$ cat src/rtl/seq_capture_arbiter.sv
// rtl/seq_capture_arbiter.sv - per-channel 1110 detectors with round-robin capture drain
module seq_capture_arbiter #(
  parameter  int NUM_CH     = 4,
  parameter  int DATA_WIDTH = 32,
  localparam int CH_W       = $clog2(NUM_CH)
) (
  input  logic                         clk,
  input  logic                         reset,
  input  logic [NUM_CH-1:0]            d_in,
  input  logic [NUM_CH*DATA_WIDTH-1:0] data_in,
  input  logic [NUM_CH-1:0]            clr_ovf,
  input  logic                         out_ready,
  output logic                         out_valid,
  output logic [DATA_WIDTH-1:0]        out_data,
  output logic [CH_W-1:0]              out_ch,
  output logic [NUM_CH-1:0]            det,
  output logic [NUM_CH-1:0]            ovf
);

  typedef enum logic [2:0] {
    S0 = 3'd0,
    S1 = 3'd1,
    S2 = 3'd2,
    S3 = 3'd3,
    S4 = 3'd4
  } det_state_t;

  det_state_t            r_state     [NUM_CH];
  det_state_t            w_state_nxt [NUM_CH];
  logic [DATA_WIDTH-1:0] r_hold      [NUM_CH];
  logic [NUM_CH-1:0]     r_pending;
  logic [NUM_CH-1:0]     r_ovf;
  logic                  r_out_valid;
  logic [DATA_WIDTH-1:0] r_out_data;
  logic [CH_W-1:0]       r_out_ch;
  logic [CH_W-1:0]       r_rr_ptr;

  logic [NUM_CH-1:0]     w_det;
  logic                  w_slot_free;
  logic                  w_grant;
  logic [CH_W-1:0]       w_gnt_idx;
  logic [CH_W-1:0]       w_cand;
  logic [CH_W-1:0]       w_rr_nxt;
  logic [NUM_CH-1:0]     w_gnt_vec;
  logic [NUM_CH-1:0]     w_drop;
  logic [NUM_CH-1:0]     w_load;

  // Detector next-state: overlapping 1110 search, a 1 after detection restarts at S1
  always_comb begin
    for (int i = 0; i < NUM_CH; i++) begin
      w_state_nxt[i] = S0;
      case (r_state[i])
        S0:      w_state_nxt[i] = d_in[i] ? S1 : S0;
        S1:      w_state_nxt[i] = d_in[i] ? S2 : S0;
        S2:      w_state_nxt[i] = d_in[i] ? S3 : S0;
        S3:      w_state_nxt[i] = d_in[i] ? S3 : S4;
        S4:      w_state_nxt[i] = d_in[i] ? S1 : S0;
        default: w_state_nxt[i] = S0;
      endcase
      w_det[i] = (r_state[i] == S4);
    end
  end

  // Detector state registers
  always_ff @(posedge clk) begin
    for (int i = 0; i < NUM_CH; i++) begin
      if (reset) r_state[i] <= S0;
      else       r_state[i] <= w_state_nxt[i];
    end
  end

  // Round-robin search from r_rr_ptr; a grant also frees that channel for a same-edge capture
  always_comb begin
    w_slot_free = !r_out_valid || out_ready;
    w_grant     = 1'b0;
    w_gnt_idx   = '0;
    w_cand      = '0;
    for (int k = 0; k < NUM_CH; k++) begin
      w_cand = CH_W'((int'(r_rr_ptr) + k) % NUM_CH);
      if (!w_grant && r_pending[w_cand]) begin
        w_grant   = 1'b1;
        w_gnt_idx = w_cand;
      end
    end
    w_grant  = w_grant && w_slot_free;
    w_rr_nxt = (w_gnt_idx == CH_W'(NUM_CH - 1)) ? '0 : w_gnt_idx + CH_W'(1);
    for (int i = 0; i < NUM_CH; i++) begin
      w_gnt_vec[i] = w_grant && (w_gnt_idx == CH_W'(i));
      w_drop[i]    = w_det[i] && r_pending[i] && !w_gnt_vec[i];
      w_load[i]    = w_det[i] && !w_drop[i];
    end
  end

  // Holding registers, pending flags and sticky overflow (a drop beats a clear)
  always_ff @(posedge clk) begin
    for (int i = 0; i < NUM_CH; i++) begin
      if (reset) begin
        r_hold[i]    <= '0;
        r_pending[i] <= 1'b0;
        r_ovf[i]     <= 1'b0;
      end else begin
        if (w_load[i]) begin
          r_hold[i]    <= data_in[i*DATA_WIDTH +: DATA_WIDTH];
          r_pending[i] <= 1'b1;
        end else if (w_gnt_vec[i]) begin
          r_pending[i] <= 1'b0;
        end
        if (w_drop[i])       r_ovf[i] <= 1'b1;
        else if (clr_ovf[i]) r_ovf[i] <= 1'b0;
      end
    end
  end

  // Output slot: load on grant, empty when accepted with nothing pending, else hold
  always_ff @(posedge clk) begin
    if (reset) begin
      r_out_valid <= 1'b0;
      r_out_data  <= '0;
      r_out_ch    <= '0;
      r_rr_ptr    <= '0;
    end else if (w_grant) begin
      r_out_valid <= 1'b1;
      r_out_data  <= r_hold[w_gnt_idx];
      r_out_ch    <= w_gnt_idx;
      r_rr_ptr    <= w_rr_nxt;
    end else if (w_slot_free) begin
      r_out_valid <= 1'b0;
    end
  end

  assign out_valid = r_out_valid;
  assign out_data  = r_out_data;
  assign out_ch    = r_out_ch;
  assign det       = w_det;
  assign ovf       = r_ovf;

endmodule

$ cat config.mk
export PLATFORM = sky130hd
export DESIGN_NAME = seq_capture_arbiter
export DESIGN_NICKNAME = d
export VERILOG_FILES = /design/src/rtl/seq_capture_arbiter.sv
export SDC_FILE = /design/constraint.sdc
export NUM_CORES = 1
export LEC_CHECK = 0
export BUFFER_PORTS_ARGS = -buffer_cell sky130_fd_sc_hd__buf_2
export CORE_ASPECT_RATIO = 0.5
export CORE_MARGIN = 3
export CORE_UTILIZATION = 49
export CTS_CLUSTER_DIAMETER = 40
export CTS_CLUSTER_SIZE = 16
export DETAILED_ROUTE_END_ITERATION = 10
export MAX_ROUTING_LAYER = met4
export PLACE_DENSITY_LB_ADDON = 0.12
export SKIP_LAST_GASP = 1
export SYNTH_ARGS = -nofsm -noshare
export SYNTH_HDL_FRONTEND = slang
export SYNTH_SLANG_ARGS = --single-unit
$ cat constraint.sdc
create_clock -name clk -period 11.88 [get_ports clk]
set_clock_uncertainty 0.15 [all_clocks]
set_input_delay 0.594 -clock clk [delete_from_list [all_inputs] [get_ports clk]]
set_output_delay 0.594 -clock clk [all_outputs]
set_load 0.005 [all_outputs]
# Word-level counts from Yosys, hierarchy flattened
# Memories as Yosys holds them, arrays and structs flattened. A register that Yosys moved wholly into a read port is not among the register bits.
# Index checks and enable logic that the tools add are counted.
# totals
ff_bits,13
inputBits,139
output_inout_bits,43
ramBits,140
word_cells,177
n_memories,2
# memory_table
memory,words,width,rd,rd_clocked_by_memory_dff,write_ports,line,text
r_hold,4,32,1,1,4,30,logic [DATA_WIDTH-1:0] r_hold [NUM_CH];
r_state,4,3,4,0,4,28,det_state_t r_state [NUM_CH];
# op_classes
mux,78
bitwise_logic,8
reduce_logical,51
n_addsub,4
n_lt_le_gt_ge,4
eq_ne,19
# ops
operator,n
32-bit 2-to-1 mux,4
3-bit one-hot mux with 4 select lines,4
1-bit 2-to-1 mux,45
2-bit 2-to-1 mux,13
3-bit by 2-bit equality test with 1-bit output (second input constant),8
3-bit 2-to-1 mux,8
1-bit logical AND,20
2-bit nonzero test,9
3-bit by 1-bit equality test with 1-bit output (second input constant),4
3-bit equality test (second input constant),4
1-bit zero test,12
3-bit zero test,4
2-bit by 3-bit < comparator with 1-bit output (second input constant),4
1-bit binary-select mux with 2-bit select,4
1-bit OR,8
2-bit OR reduction,4
2-bit by 1-bit adder with 2-bit output (second input constant),2
2-bit adder (second input constant),2
2-bit equality test (second input constant),2
2-bit by 1-bit equality test with 1-bit output (second input constant),1
2-bit zero test,1
1-bit logical OR,1

# Logic depth before layout (Yosys ltp)
# depth
word_depth,22
mapped_depth,8
depth_no_buf,5

# Worst setup path after synthesis
# OpenSTA, ideal clock, no wires.
# synth_path
path_type,input to register
start,input port out_ready
end,memory r_hold[3][0] (enable)
setup_slack_ps,7888
setup_time_ps,466
t_required_ps,11264
arrival_ps,3377
path_stages,4
cell_sequence,nor2b_1 -> nor2_1 -> a31oi_1 -> o21ai_0
# synth_lines
item,line,text
from (decl),12,"input logic out_ready,"
to (decl),30,

==> flow_metrics.py <==
metrics = {
    "route": {
        "drc": 0,
        "num_vias": 5848,
        "drt_iter0_drc": 646,
        "via_per_inst": 5.59,
        "wl_mm": 21.1,
        "ant_nets": 0,
        "wl_per_cell_um": 20.2,
        "first_pass_iters": 5,
    },
    "timing": {
        "tightest_slew_ps": 1260,
        "hold_viol": 0,
        "whs_ps": 189,
        "period_minus_slack_ps": 3650,
        "fmax_mhz": 274,
        "maxSlewViolCount": 0,
        "tns_ps": 0,
        "grt_setup_unrepaired": "false",
        "min_period_over_period_pct": 30.7,
        "setup-violations-final": 0,
        "slew_headroom_pct": 15.7,
    },
    "logic_synthesis": {
        "synth_top_cell_area_share_pct": 48.5,
        "async_flop_share_pct": 0,
        "synthCells": 675,
        "synth_cell_types": 40,
        "syn_nets": 814,
        "synth_edf_count": 128,
        "synth_warnings": 0,
        "synth_common_cells": "edfxtp_1, and2_1, dfxtp_1",
        "ys.flop_type": "edfxtp_1",
        "yosys.area.top_type": "edfxtp_1",
        "yosys.cell_count.top_type": "edfxtp_1",
        "netlist_area_sq_um": 7920,
        "synth-seq-cells": 185,
        "ys_seq_area_share_pct": 62.9,
        "netlist_top_cells_area": "edfxtp_1, dfxtp_1, and2_1",
        "syn_area_per_cell_sq_um": 11.7,
    },
    "power": {
        "p_switching_uw": 305,
        "p_int_uw": 1010,
        "netSwitchingFraction_pct": 23.2,
        "power_density_nw_per_um2": 138,
        "p_clk_share_pct": 41.5,
        "irDropWorstVdd_uv": 112,
        "seq_power_share_pct": 54.1,
        "pwr-share-comb_pct": 4.3,
        "p_leak_uw": 0.00388,
    },
    "grt": {
        "overflow": 0,
        "grt_pass1_vias": 5546,
        "grt_max_degree": 55,
        "grt_pass1_wl_mm": 31.4,
        "antenna_found_initial": 1,
        "grt_usage_pct": 24.6,
    },
    "clock_tree": {
        "clk_pin_slew_ps": 70,
        "clockBufferDepth": 2,
        "h-tree-depth": 4,
        "clock_sinks": 185,
        "clockRootBuffer": "clkbuf_16",
        "cts_buffers": 17,
        "cts_tree": "yes",
        "clk-insertion-delay-late_ps": 430,
        "post_cts_resized": 0,
        "post-cts-setup-buffer-count": 0,
        "hold_buffers": 0,
    },
    "floorplan": {
        "core_area_sq_um": 15600,
        "io_pins": 182,
        "die_area_sq_um": 17800,
        "die_h_um": 95.9,
        "rows": 32,
        "start_util_pct": 50.7,
        "dieWidth_um": 186,
    },
    "worst_setup_path": {
        "r2r_cells": 4,
        "worstReg2RegStart": "r_pending[0]$_SDFFE_PP0P_",
        "path_max_fanout": 34,
        "cp-startpoint": "r_pending[0]$_SDFFE_PP0P_",
        "cp.arrival_ps": 3540,
        "critPathRequiredTime_ps": 11770,
        "r2r_slack_ps": 8230,
        "crit_type": "reg2reg",
        "cp-end-kind": "flip-flop",
        "critPathCapture": "r_hold[3][25]$_SDFFCE_PN0P_",
        "r2r_end": "r_hold[3][25]$_SDFFCE_PN0P_",
        "startpoint_type": "flip-flop",
    },
    "status": {
        "status": "finished clean",
    },
    "place": {
        "port_buffers": 181,
        "gp_congestion": 0.876,
        "dp_hpwl_mm": 14.6,
        "place_inst": 1014,
    },
    "finish": {
        "fin_nets": 968,
        "fin_cells": 1046,
        "syn2layout_area_growth_pct": 20.0,
        "drive_above_1_share_pct": 27.6,
        "diodes": 0,
    },
    "min_path": {
        "worst_hold_path_type": "in2reg",
    },
    "job": {
        "cap_violations": 0,
    },
}
state kept, by name, summed over array words and instances (netlist names):
register and cells:
out_ch 2, out_data 32, out_valid 1, ovf 4, r_hold 128, r_pending 4
r_rr_ptr 2, r_state 12
layout by cell type, fill, tap and decap left out, drive strengths merged, types with 4 or more instances in the layout:
cell type / count
buf: 191
a221oi: 34
and2: 96
nor2: 13
clkinv: 4
and3: 21
a21oi: 49
nand3: 13
edfxtp: 128
a21boi: 20
nand2: 19
dfxtp: 57
nor4b: 4
nor4: 5
o21ai: 70
nor3b: 36
inv: 23
nor2b: 5
a21o: 16
clkbuf: 18
metrics by stage:
step | total power (uW) | instance area (sq um) | setup WS, ps | utilization (%)
after floorplan | 747 | 7920 | 7890 | -
after global placement | 782 | 8940 | 8260 | 57.3
after detailed placement | 783 | 8940 | 8130 | 57.3
after CTS | 1320 | 9500 | 8170 | 60.9
after global routing | 1350 | 9500 | 7890 | 60.9
final | 1310 | 9500 | 8230 | 60.9
power by group through the flow:
stage               clock, uW  combinational, uW  sequential [uW]
floorplan                   0               23.1              724
global placement            0               56.3              725
detailed placement          0               57.1              726
CTS                       551               57.3              711
global route              576               62.5              713
finish                    546               56.9              711
metal layers:
layer	global-route usage, %	vias to the layer above	part of all wire, %
met5	-	-	0
met4	5.20	0	0.99
met3	4.76	18	9.0
met2	34.9	245	44
met1	36.9	2796	46
li1	-	2789	-
how the worst min path moves through the flow:
stage                             start                       end  slack, ps  cells after the start
2_1_floorplan  r_state[0][0]$_SDFF_PP0_  r_state[0][2]$_SDFF_PP0_        270                      2
3_5_place_dp   r_state[1][0]$_SDFF_PP0_  r_state[1][2]$_SDFF_PP0_        290                      2
5_1_grt                         d_in[3]  r_state[3][2]$_SDFF_PP0_        180                      2
6_report                        d_in[2]  r_state[2][2]$_SDFF_PP0_        190                      2
3_3_place_gp   r_state[0][0]$_SDFF_PP0_  r_state[0][2]$_SDFF_PP0_        270                      2
4_1_cts                         d_in[2]  r_state[2][2]$_SDFF_PP0_        180                      2
cells by family after synthesis:
| logic type | count (synthesis) | synth area share, % |
|---|---|---|
| compound gates | 201 | 16.4 |
| buf+inv | 70 | 3.84 |
| flops | 185 | 62.9 |
| simple gates | 219 | 16.8 |
worst max-delay path: stages (launching register included):
cell	delay [ps]
dfxtp_1	570
nor4_1	150
nor2_2	960
a31oi_1	430
o21ai_4	970
layout make-up:
class                   instances  area [sq um]
repair buffers                191           981
clock buffers                  18           429
clock inverters                14           133
inverters                      14          52.6
fillers                      1312          6110
flip-flops and latches        185          4980
well taps                     204           255
multi-input cells             420          2670
No activity file was read; power rests on OpenSTA's default activity.
